==> src/rtl/booth_pp_accumulator_if.sv <==
// Operand/result handshake bundle for booth_pp_accumulator.
// master drives operands and out_ready; slave is the multiply-accumulate engine.
interface booth_pp_accumulator_if #(
   parameter int N_BITS   = 16,
   parameter int ACC_BITS = 40
);
   logic                         in_valid;
   logic                         in_ready;
   logic signed [N_BITS-1:0]     multiplicand;
   logic signed [N_BITS-1:0]     multiplier;
   logic                         acc_clear;
   logic                         out_valid;
   logic                         out_ready;
   logic signed [2*N_BITS-1:0]   product;
   logic signed [ACC_BITS-1:0]   acc_out;
   logic                         busy;

   modport master (
      output in_valid, multiplicand, multiplier, acc_clear, out_ready,
      input  in_ready, out_valid, product, acc_out, busy
   );

   modport slave (
      input  in_valid, multiplicand, multiplier, acc_clear, out_ready,
      output in_ready, out_valid, product, acc_out, busy
   );
endinterface

==> src/rtl/booth_pp_accumulator.sv <==
// Sequential radix-4 Booth multiplier with a wrapping signed accumulator.
// Define BOOTH_PP_EARLY_TERM_EN to finish as soon as the remaining multiplier groups are all zero.
//
//   state | meaning
//   IDLE  | waiting for an operand pair (in_ready=1)
//   RUN   | one Booth group added per cycle (busy=1)
//   DONE  | product held on out_valid until out_ready
module booth_pp_accumulator #(
   parameter int N_BITS   = 16,
   parameter int ACC_BITS = 40
) (
   input  logic                   clk,
   input  logic                   rst,
   booth_pp_accumulator_if.slave  bus
);
   localparam int P_BITS = 2 * N_BITS;
   localparam int GROUPS = N_BITS / 2;
   localparam int G_BITS = (GROUPS > 1) ? $clog2(GROUPS) : 1;
   localparam logic [G_BITS-1:0] LAST_GRP = G_BITS'(GROUPS - 1);

   typedef enum logic [1:0] {IDLE, RUN, DONE} state_t;

   state_t                    state;
   state_t                    state_nx;
   logic signed [N_BITS-1:0]  m_reg;
   logic signed [N_BITS-1:0]  q_reg;
   logic signed [P_BITS-1:0]  psum;
   logic signed [P_BITS-1:0]  product_reg;
   logic signed [ACC_BITS-1:0] acc_reg;
   logic [G_BITS-1:0]         grp;

   logic [N_BITS:0]           q_sh;
   logic [2:0]                triple;
   logic signed [P_BITS-1:0]  m_ext;
   logic signed [P_BITS-1:0]  digit;
   logic signed [P_BITS-1:0]  sum_nx;
   logic                      rest_uniform;
   logic                      last_grp;

   // Appending a zero below Q makes prev=0 for group 0 fall out of the same slice.
   always_comb begin
      q_sh   = {q_reg, 1'b0} >> {grp, 1'b0};
      triple = q_sh[2:0];
      m_ext  = {{N_BITS{m_reg[N_BITS-1]}}, m_reg};
      digit  = '0;
      unique case (triple)
         3'b001, 3'b010: digit = m_ext;
         3'b011:         digit = m_ext <<< 1;
         3'b100:         digit = -(m_ext <<< 1);
         3'b101, 3'b110: digit = -m_ext;
         default:        digit = '0;
      endcase
      sum_nx = psum + (digit << {grp, 1'b0});
   end

`ifdef BOOTH_PP_EARLY_TERM_EN
   logic signed [N_BITS-1:0] q_rest;

   // Bits above the current group all equal -> every remaining triple is 000 or 111.
   always_comb begin
      q_rest       = q_reg >>> ({1'b0, grp, 1'b0} + (G_BITS + 2)'(1));
      rest_uniform = (q_rest == '0) || (q_rest == '1);
   end
`else
   assign rest_uniform = 1'b0;
`endif

   assign last_grp = (grp == LAST_GRP) || rest_uniform;

   always_comb begin
      state_nx      = state;
      bus.in_ready  = 1'b0;
      bus.out_valid = 1'b0;
      bus.busy      = 1'b0;
      unique case (state)
         IDLE: begin
            bus.in_ready = 1'b1;
            if (bus.in_valid) state_nx = RUN;
         end
         RUN: begin
            bus.busy = 1'b1;
            if (last_grp) state_nx = DONE;
         end
         DONE: begin
            bus.out_valid = 1'b1;
            if (bus.out_ready) state_nx = IDLE;
         end
         default: state_nx = IDLE;
      endcase
   end

   always_ff @(posedge clk) begin
      if (rst) begin
         state       <= IDLE;
         m_reg       <= '0;
         q_reg       <= '0;
         psum        <= '0;
         grp         <= '0;
         product_reg <= '0;
         acc_reg     <= '0;
      end else begin
         state <= state_nx;
         if (state == IDLE && bus.in_valid) begin
            m_reg <= bus.multiplicand;
            q_reg <= bus.multiplier;
            psum  <= '0;
            grp   <= '0;
         end
         if (state == RUN) begin
            psum <= sum_nx;
            grp  <= grp + 1'b1;
            if (last_grp) product_reg <= sum_nx;
         end
         if (state == DONE && bus.out_ready) begin
            acc_reg <= (bus.acc_clear ? '0 : acc_reg) + ACC_BITS'(product_reg);
         end
      end
   end

   assign bus.product = product_reg;
   assign bus.acc_out = acc_reg;

endmodule

==> src/flat_wrapper.sv <==
// flat-port wrapper written by rule: the top's interface ports become plain ports
module booth_pp_accumulator_flat 
#(
   parameter int N_BITS   = 16,
   parameter int ACC_BITS = 40
)
  (clk, rst, bus_in_valid, bus_multiplicand, bus_multiplier, bus_acc_clear, bus_out_ready, bus_in_ready, bus_out_valid, bus_product, bus_acc_out, bus_busy);
  booth_pp_accumulator_if #(.N_BITS(N_BITS), .ACC_BITS(ACC_BITS)) bus_i ();
  input  logic clk;
  input  logic rst;
  input wire logic [$bits(bus_i.in_valid)-1:0] bus_in_valid;
  input wire logic [$bits(bus_i.multiplicand)-1:0] bus_multiplicand;
  input wire logic [$bits(bus_i.multiplier)-1:0] bus_multiplier;
  input wire logic [$bits(bus_i.acc_clear)-1:0] bus_acc_clear;
  input wire logic [$bits(bus_i.out_ready)-1:0] bus_out_ready;
  output wire logic [$bits(bus_i.in_ready)-1:0] bus_in_ready;
  output wire logic [$bits(bus_i.out_valid)-1:0] bus_out_valid;
  output wire logic [$bits(bus_i.product)-1:0] bus_product;
  output wire logic [$bits(bus_i.acc_out)-1:0] bus_acc_out;
  output wire logic [$bits(bus_i.busy)-1:0] bus_busy;
  assign bus_i.in_valid = bus_in_valid;
  assign bus_i.multiplicand = bus_multiplicand;
  assign bus_i.multiplier = bus_multiplier;
  assign bus_i.acc_clear = bus_acc_clear;
  assign bus_i.out_ready = bus_out_ready;
  assign bus_in_ready = bus_i.in_ready;
  assign bus_out_valid = bus_i.out_valid;
  assign bus_product = bus_i.product;
  assign bus_acc_out = bus_i.acc_out;
  assign bus_busy = bus_i.busy;
  booth_pp_accumulator #(.N_BITS(N_BITS), .ACC_BITS(ACC_BITS)) u_core (.clk(clk), .rst(rst), .bus(bus_i));
endmodule
==> config.mk <==
export PLATFORM = sky130hd
export DESIGN_NAME = booth_pp_accumulator_flat
export DESIGN_NICKNAME = d
export VERILOG_FILES = /design/src/rtl/booth_pp_accumulator_if.sv /design/src/rtl/booth_pp_accumulator.sv /design/src/flat_wrapper.sv
export SDC_FILE = /design/constraint.sdc
export NUM_CORES = 1
export LEC_CHECK = 0
export ABC_AREA = 1
export BUFFER_PORTS_ARGS = -buffer_cell sky130_fd_sc_hd__buf_2
export CORE_MARGIN = 3
export CORE_UTILIZATION = 29
export CTS_BUF_LIST = sky130_fd_sc_hd__clkbuf_8
export DETAILED_ROUTE_END_ITERATION = 12
export REMOVE_ABC_BUFFERS = 1
export SLEW_MARGIN = 20
export SYNTH_ARGS = -nofsm -noshare
export SYNTH_HDL_FRONTEND = slang
export SYNTH_SLANG_ARGS = --single-unit
export TNS_END_PERCENT = 100
==> constraint.sdc <==
create_clock -name clk -period 4.79 [get_ports clk]
set_input_delay 0.479 -clock clk [delete_from_list [all_inputs] [get_ports clk]]
set_output_delay 0.479 -clock clk [all_outputs]
set_load 0.01 [all_outputs]
==> flow_summary.html <==
<table>
<tr><th>Metric</th><th>Value</th></tr>
<tr><th colspan="2">Cells and area</th></tr>
<tr><td>Layout area overhead</td><td>12.7%</td></tr>
<tr><td>Count of filler cells inserted in the layout</td><td>4496</td></tr>
<tr><td>Most frequent standard cell in the layout excluding fill and tap cells</td><td>sky130_fd_sc_hd__nand2_1</td></tr>
<tr><td>Post-Layout Inst Area</td><td>13200 µm²</td></tr>
<tr><td>Diode insertion count for antenna repair</td><td>0</td></tr>
<tr><td>Flip-flop count of the largest register after layout</td><td>40</td></tr>
<tr><td>Most used cells in the layout excluding fill and tap cells</td><td>sky130_fd_sc_hd__nand2_1 (455), sky130_fd_sc_hd__inv_1 (288), sky130_fd_sc_hd__a21oi_1 (190), sky130_fd_sc_hd__nor2_1 (184), sky130_fd_sc_hd__dfxtp_1 (140)</td></tr>
<tr><td>Share of final-layout standard cells stronger than drive strength 1</td><td>0.0995</td></tr>
<tr><td>Final Net Count</td><td>2121</td></tr>
<tr><th colspan="2">Worst setup path</th></tr>
<tr><td>Count of cells along the worst register-to-register path</td><td>27</td></tr>
<tr><td>Most repeated library cell on the critical path</td><td>sky130_fd_sc_hd__nand2_1</td></tr>
<tr><td>Launch instance of the worst register-to-register path</td><td>u_core.grp[1]</td></tr>
<tr><td>Critical Path Source Type</td><td>flip-flop</td></tr>
<tr><td>Largest incremental delay on the critical path</td><td>490 ps</td></tr>
<tr><td>CP Data Required Time</td><td>5170 ps</td></tr>
<tr><td>Reg-to-reg endpoint</td><td>u_core.bus.product[30]</td></tr>
<tr><td>Standard cell with the maximum stage delay on the critical path</td><td>sky130_fd_sc_hd__dfxtp_1</td></tr>
<tr><td>Reg-to-reg slack, setup</td><td>510 ps</td></tr>
<tr><td>Crit Path Max Fanout</td><td>9</td></tr>
<tr><td>Critical Path End Type</td><td>flip-flop</td></tr>
<tr><td>Crit Path Class</td><td>flip-flop to flip-flop</td></tr>
<tr><td>Data arrival time at the worst-slack endpoint</td><td>4660 ps</td></tr>
<tr><th colspan="2">Floorplan</th></tr>
<tr><td>Vertical die dimension</td><td>207 µm</td></tr>
<tr><td>Die width</td><td>207 µm</td></tr>
<tr><td>Std cell rows</td><td>73</td></tr>
<tr><td>Initial Util</td><td>0.295</td></tr>
<tr><td>Area of the placeable core</td><td>39800 µm²</td></tr>
<tr><td>Number of I/O pins</td><td>112</td></tr>
<tr><td>Die ar.</td><td>42900 µm²</td></tr>
<tr><th colspan="2">Detailed routing</th></tr>
<tr><td>DRT antenna net count</td><td>0</td></tr>
<tr><td>Drt first-iter violations</td><td>946</td></tr>
<tr><td>Total detailed-routing wirelength</td><td>39900 µm</td></tr>
<tr><td>Drt first pass iters</td><td>5</td></tr>
<tr><td>Average wire length per cell after detail routing</td><td>15.7 µm</td></tr>
<tr><td>Post-route DRC</td><td>0</td></tr>
<tr><td>Vias/cell</td><td>4.97</td></tr>
<tr><td>Routed via count</td><td>12.7k</td></tr>
<tr><th colspan="2">Global route</th></tr>
<tr><td>Number of global-route vias before repair</td><td>12.0k</td></tr>
<tr><td>Gr usage total</td><td>0.182</td></tr>
<tr><td>Pin count of the biggest net entering global routing</td><td>66</td></tr>
<tr><td>Wire length of the first global-routing pass</td><td>64100 µm</td></tr>
<tr><td>Initial antenna violation count</td><td>0</td></tr>
<tr><td>GRT Residual Overflow</td><td>0</td></tr>
<tr><th colspan="2">Power</th></tr>
<tr><td>Pleak</td><td>6.72 nW</td></tr>
<tr><td>Total Power</td><td>3.46 mW</td></tr>
<tr><td>Peak supply drop</td><td>189 µV</td></tr>
<tr><td>Areal power density over the cells</td><td>261 nW/µm²</td></tr>
<tr><th colspan="2">Logic synthesis</th></tr>
<tr><td>Netlist area before placement</td><td>11700 µm²</td></tr>
<tr><td>Post-synthesis sequential area ratio</td><td>0.241</td></tr>
<tr><td>Async set-or-reset flop fraction in the synthesized netlist</td><td>0</td></tr>
<tr><td>Leading area contributor after synthesis</td><td>sky130_fd_sc_hd__dfxtp_1</td></tr>
<tr><td>Number of library cell types mapped by synthesis</td><td>47</td></tr>
<tr><td>Main synth FF type</td><td>sky130_fd_sc_hd__dfxtp_1</td></tr>
<tr><td>Synth top area share</td><td>0.241</td></tr>
<tr><td>Cells after synthesis</td><td>1931</td></tr>
<tr><td>Synth Register Bits</td><td>141</td></tr>
<tr><td>Number of synthesized flops with an enable pin</td><td>0</td></tr>
<tr><td>Most area-consuming cells after synthesis</td><td>sky130_fd_sc_hd__dfxtp_1 (24%), sky130_fd_sc_hd__nand2_1 (15%), sky130_fd_sc_hd__inv_1 (9.2%)</td></tr>
<tr><td>Yosys warning total</td><td>0</td></tr>
<tr><td>Avg Synthesized Cell Area</td><td>6.08 µm²</td></tr>
<tr><th colspan="2">Clocking</th></tr>
<tr><td>Number of gates resized after CTS</td><td>0</td></tr>
<tr><td>Latest clock arrival within the worst-skew pair</td><td>480 ps</td></tr>
<tr><td>Hold buffers post-CTS</td><td>0</td></tr>
<tr><td>Total setup buffers inserted after CTS</td><td>0</td></tr>
<tr><td>Sink Count</td><td>141</td></tr>
<tr><td>TritonCTS buffer count</td><td>17</td></tr>
<tr><td>H-Tree Depth</td><td>4</td></tr>
<tr><td>Maximum number of buffers from clock root to sink</td><td>2</td></tr>
<tr><td>Clock tree from TritonCTS</td><td>yes</td></tr>
<tr><td>Root Driver</td><td>sky130_fd_sc_hd__clkbuf_8</td></tr>
<tr><td>Clock-pin transition on the worst setup and hold timing paths</td><td>100 ps</td></tr>
<tr><th colspan="2">Timing</th></tr>
<tr><td>Number of slew-limit violations in the final report</td><td>0</td></tr>
<tr><td>Minimum clock period</td><td>4280 ps</td></tr>
<tr><td>Setup TNS</td><td>0 ps</td></tr>
<tr><td>Setup repair after global routing missed its margin</td><td>no</td></tr>
<tr><td>Max transition margin</td><td>0.311</td></tr>
<tr><td>Slew at the pin closest to its max-slew limit</td><td>1030 ps</td></tr>
<tr><td>Final number of hold-violating endpoints</td><td>0</td></tr>
<tr><td>Post-Route Skew</td><td>15.8 ps</td></tr>
<tr><td>Post-route worst hold slack</td><td>265 ps</td></tr>
<tr><td>Fmax</td><td>234 MHz</td></tr>
<tr><td>Fin worst setup slack</td><td>509 ps</td></tr>
<tr><td>Final-report setup violation count</td><td>0</td></tr>
<tr><td>Period Utilization, post-route</td><td>0.894</td></tr>
<tr><th colspan="2">Placed design</th></tr>
<tr><td>Weighted congestion reported at the end of routability-driven placement</td><td>0.955</td></tr>
<tr><td>Total of buffers placed on input and output ports</td><td>111</td></tr>
<tr><td>Post-Place Worst Slack</td><td>374 ps</td></tr>
<tr><td>Post-detailed-placement half-perimeter wirelength</td><td>31600 µm</td></tr>
<tr><td>Total placed instance area</td><td>12800 µm²</td></tr>
<tr><th colspan="2">Flow run</th></tr>
<tr><td>Number of max-capacitance violations reported</td><td>0</td></tr>
<tr><th colspan="2">Status</th></tr>
<tr><td>Status</td><td>finished, final reports clean</td></tr>
<tr><th colspan="2">Hold path</th></tr>
<tr><td>Min-Delay Path Depth</td><td>3</td></tr>
<tr><td>Endpoint, Worst Hold</td><td>u_core.m_reg[5]</td></tr>
<tr><td>Hold path startpoint</td><td>bus_multiplicand[5]</td></tr>
<tr><td>Worst min-delay path class</td><td>primary input to flip-flop</td></tr>
</table>
power by group:
| group | internal [mW] | switching, mW |
|---|---|---|
| Clock | 0.595 | 0.550 |
| Sequential | 1.22 | 0.0376 |
| Combinational | 0.340 | 0.714 |
cell families after synthesis:
family | Yosys count | share of synthesized area
DFF | 141 | 0.241
AOI/OAI and AO/OA | 446 | 0.214
adders and majority gates | 76 | 0.0823
xor gates and xnor gates | 48 | 0.0358
buffers and inverters | 360 | 0.118
and+or+nand+nor | 860 | 0.309
cells in the mapped netlist (3+ instances only):
cell type	n
sky130_fd_sc_hd__o21bai_1	27
sky130_fd_sc_hd__buf_1	11
sky130_fd_sc_hd__xnor2_1	9
sky130_fd_sc_hd__o21a_1	7
sky130_fd_sc_hd__or2_2	13
sky130_fd_sc_hd__o22ai_1	8
sky130_fd_sc_hd__nor2_1	185
sky130_fd_sc_hd__a21o_1	12
sky130_fd_sc_hd__inv_1	289
sky130_fd_sc_hd__nand3_1	134
sky130_fd_sc_hd__a21oi_1	190
sky130_fd_sc_hd__nand3_2	4
sky130_fd_sc_hd__o21ai_0	130
sky130_fd_sc_hd__ha_1	74
sky130_fd_sc_hd__nand2_1	456
sky130_fd_sc_hd__a31oi_1	15
sky130_fd_sc_hd__nor2_2	3
sky130_fd_sc_hd__a22oi_1	5
sky130_fd_sc_hd__inv_2	5
sky130_fd_sc_hd__a221oi_1	3
sky130_fd_sc_hd__clkbuf_1	44
sky130_fd_sc_hd__or2_1	7
sky130_fd_sc_hd__nor3_1	18
sky130_fd_sc_hd__xor2_1	39
sky130_fd_sc_hd__o21ai_1	12
sky130_fd_sc_hd__buf_2	5
sky130_fd_sc_hd__a21boi_0	6
sky130_fd_sc_hd__buf_6	3
sky130_fd_sc_hd__dfxtp_1	141
sky130_fd_sc_hd__o211ai_1	25
sky130_fd_sc_hd__nand4_1	23
sky130_fd_sc_hd__nand2_2	8
per-stage QoR:
step,util,instances
after floorplan,-,1867
after global placement,0.321,2514
after detailed placement,0.321,2514
after CTS,0.332,2546
after global routing,0.332,2546
final,0.332,2546
critical path: cells and delay by family, from the launching register on:
family,cells,cell delay [ps]
buffers and inverters,3,450
adder cells (fa/ha/maj),1,290
AO/OA/AOI/OAI,6,1010
flip-flops,1,490
AND/OR/NAND/NOR,17,1900
worst max path at each step:
stage,start,endpoint,slack (ps),cells after the start
finish,u_core.grp[1],u_core.bus.product[30],510,27
global route,u_core.grp[0],u_core.bus.product[30],60,31
CTS,u_core.grp[0],u_core.bus.product[30],340,31
detailed placement,u_core.grp[0],u_core.bus.product[30],370,31
global placement,u_core.grp[0],u_core.bus.product[30],460,31
floorplan,u_core.grp[1],u_core.bus.product[30],520,29
area by class of cell:
type / instances / area, µm² / share of cell area
tap: 525 / 657 / 0.0497
inverter: 296 / 1110 / 0.0842
sequential: 141 / 2820 / 0.213
timing repair buffer: 122 / 638 / 0.0482
clock buffer: 18 / 248 / 0.0187
multi-input combinational: 1430 / 7540 / 0.570
clock inverter: 14 / 206 / 0.0156
routing by layer:
metal / wire, µm / global-route usage / vias up / share of wire
li1: - / - / 6469 / -
met1: 19900 / 0.261 / 5838 / 0.50
met2: 17000 / 0.284 / 310 / 0.43
met3: 2200 / 0.0310 / 44 / 0.055
met4: 769 / 0.0480 / 0 / 0.019
met5: 0 / 0 / - / 0
No activity file was read; power rests on OpenSTA's default activity.
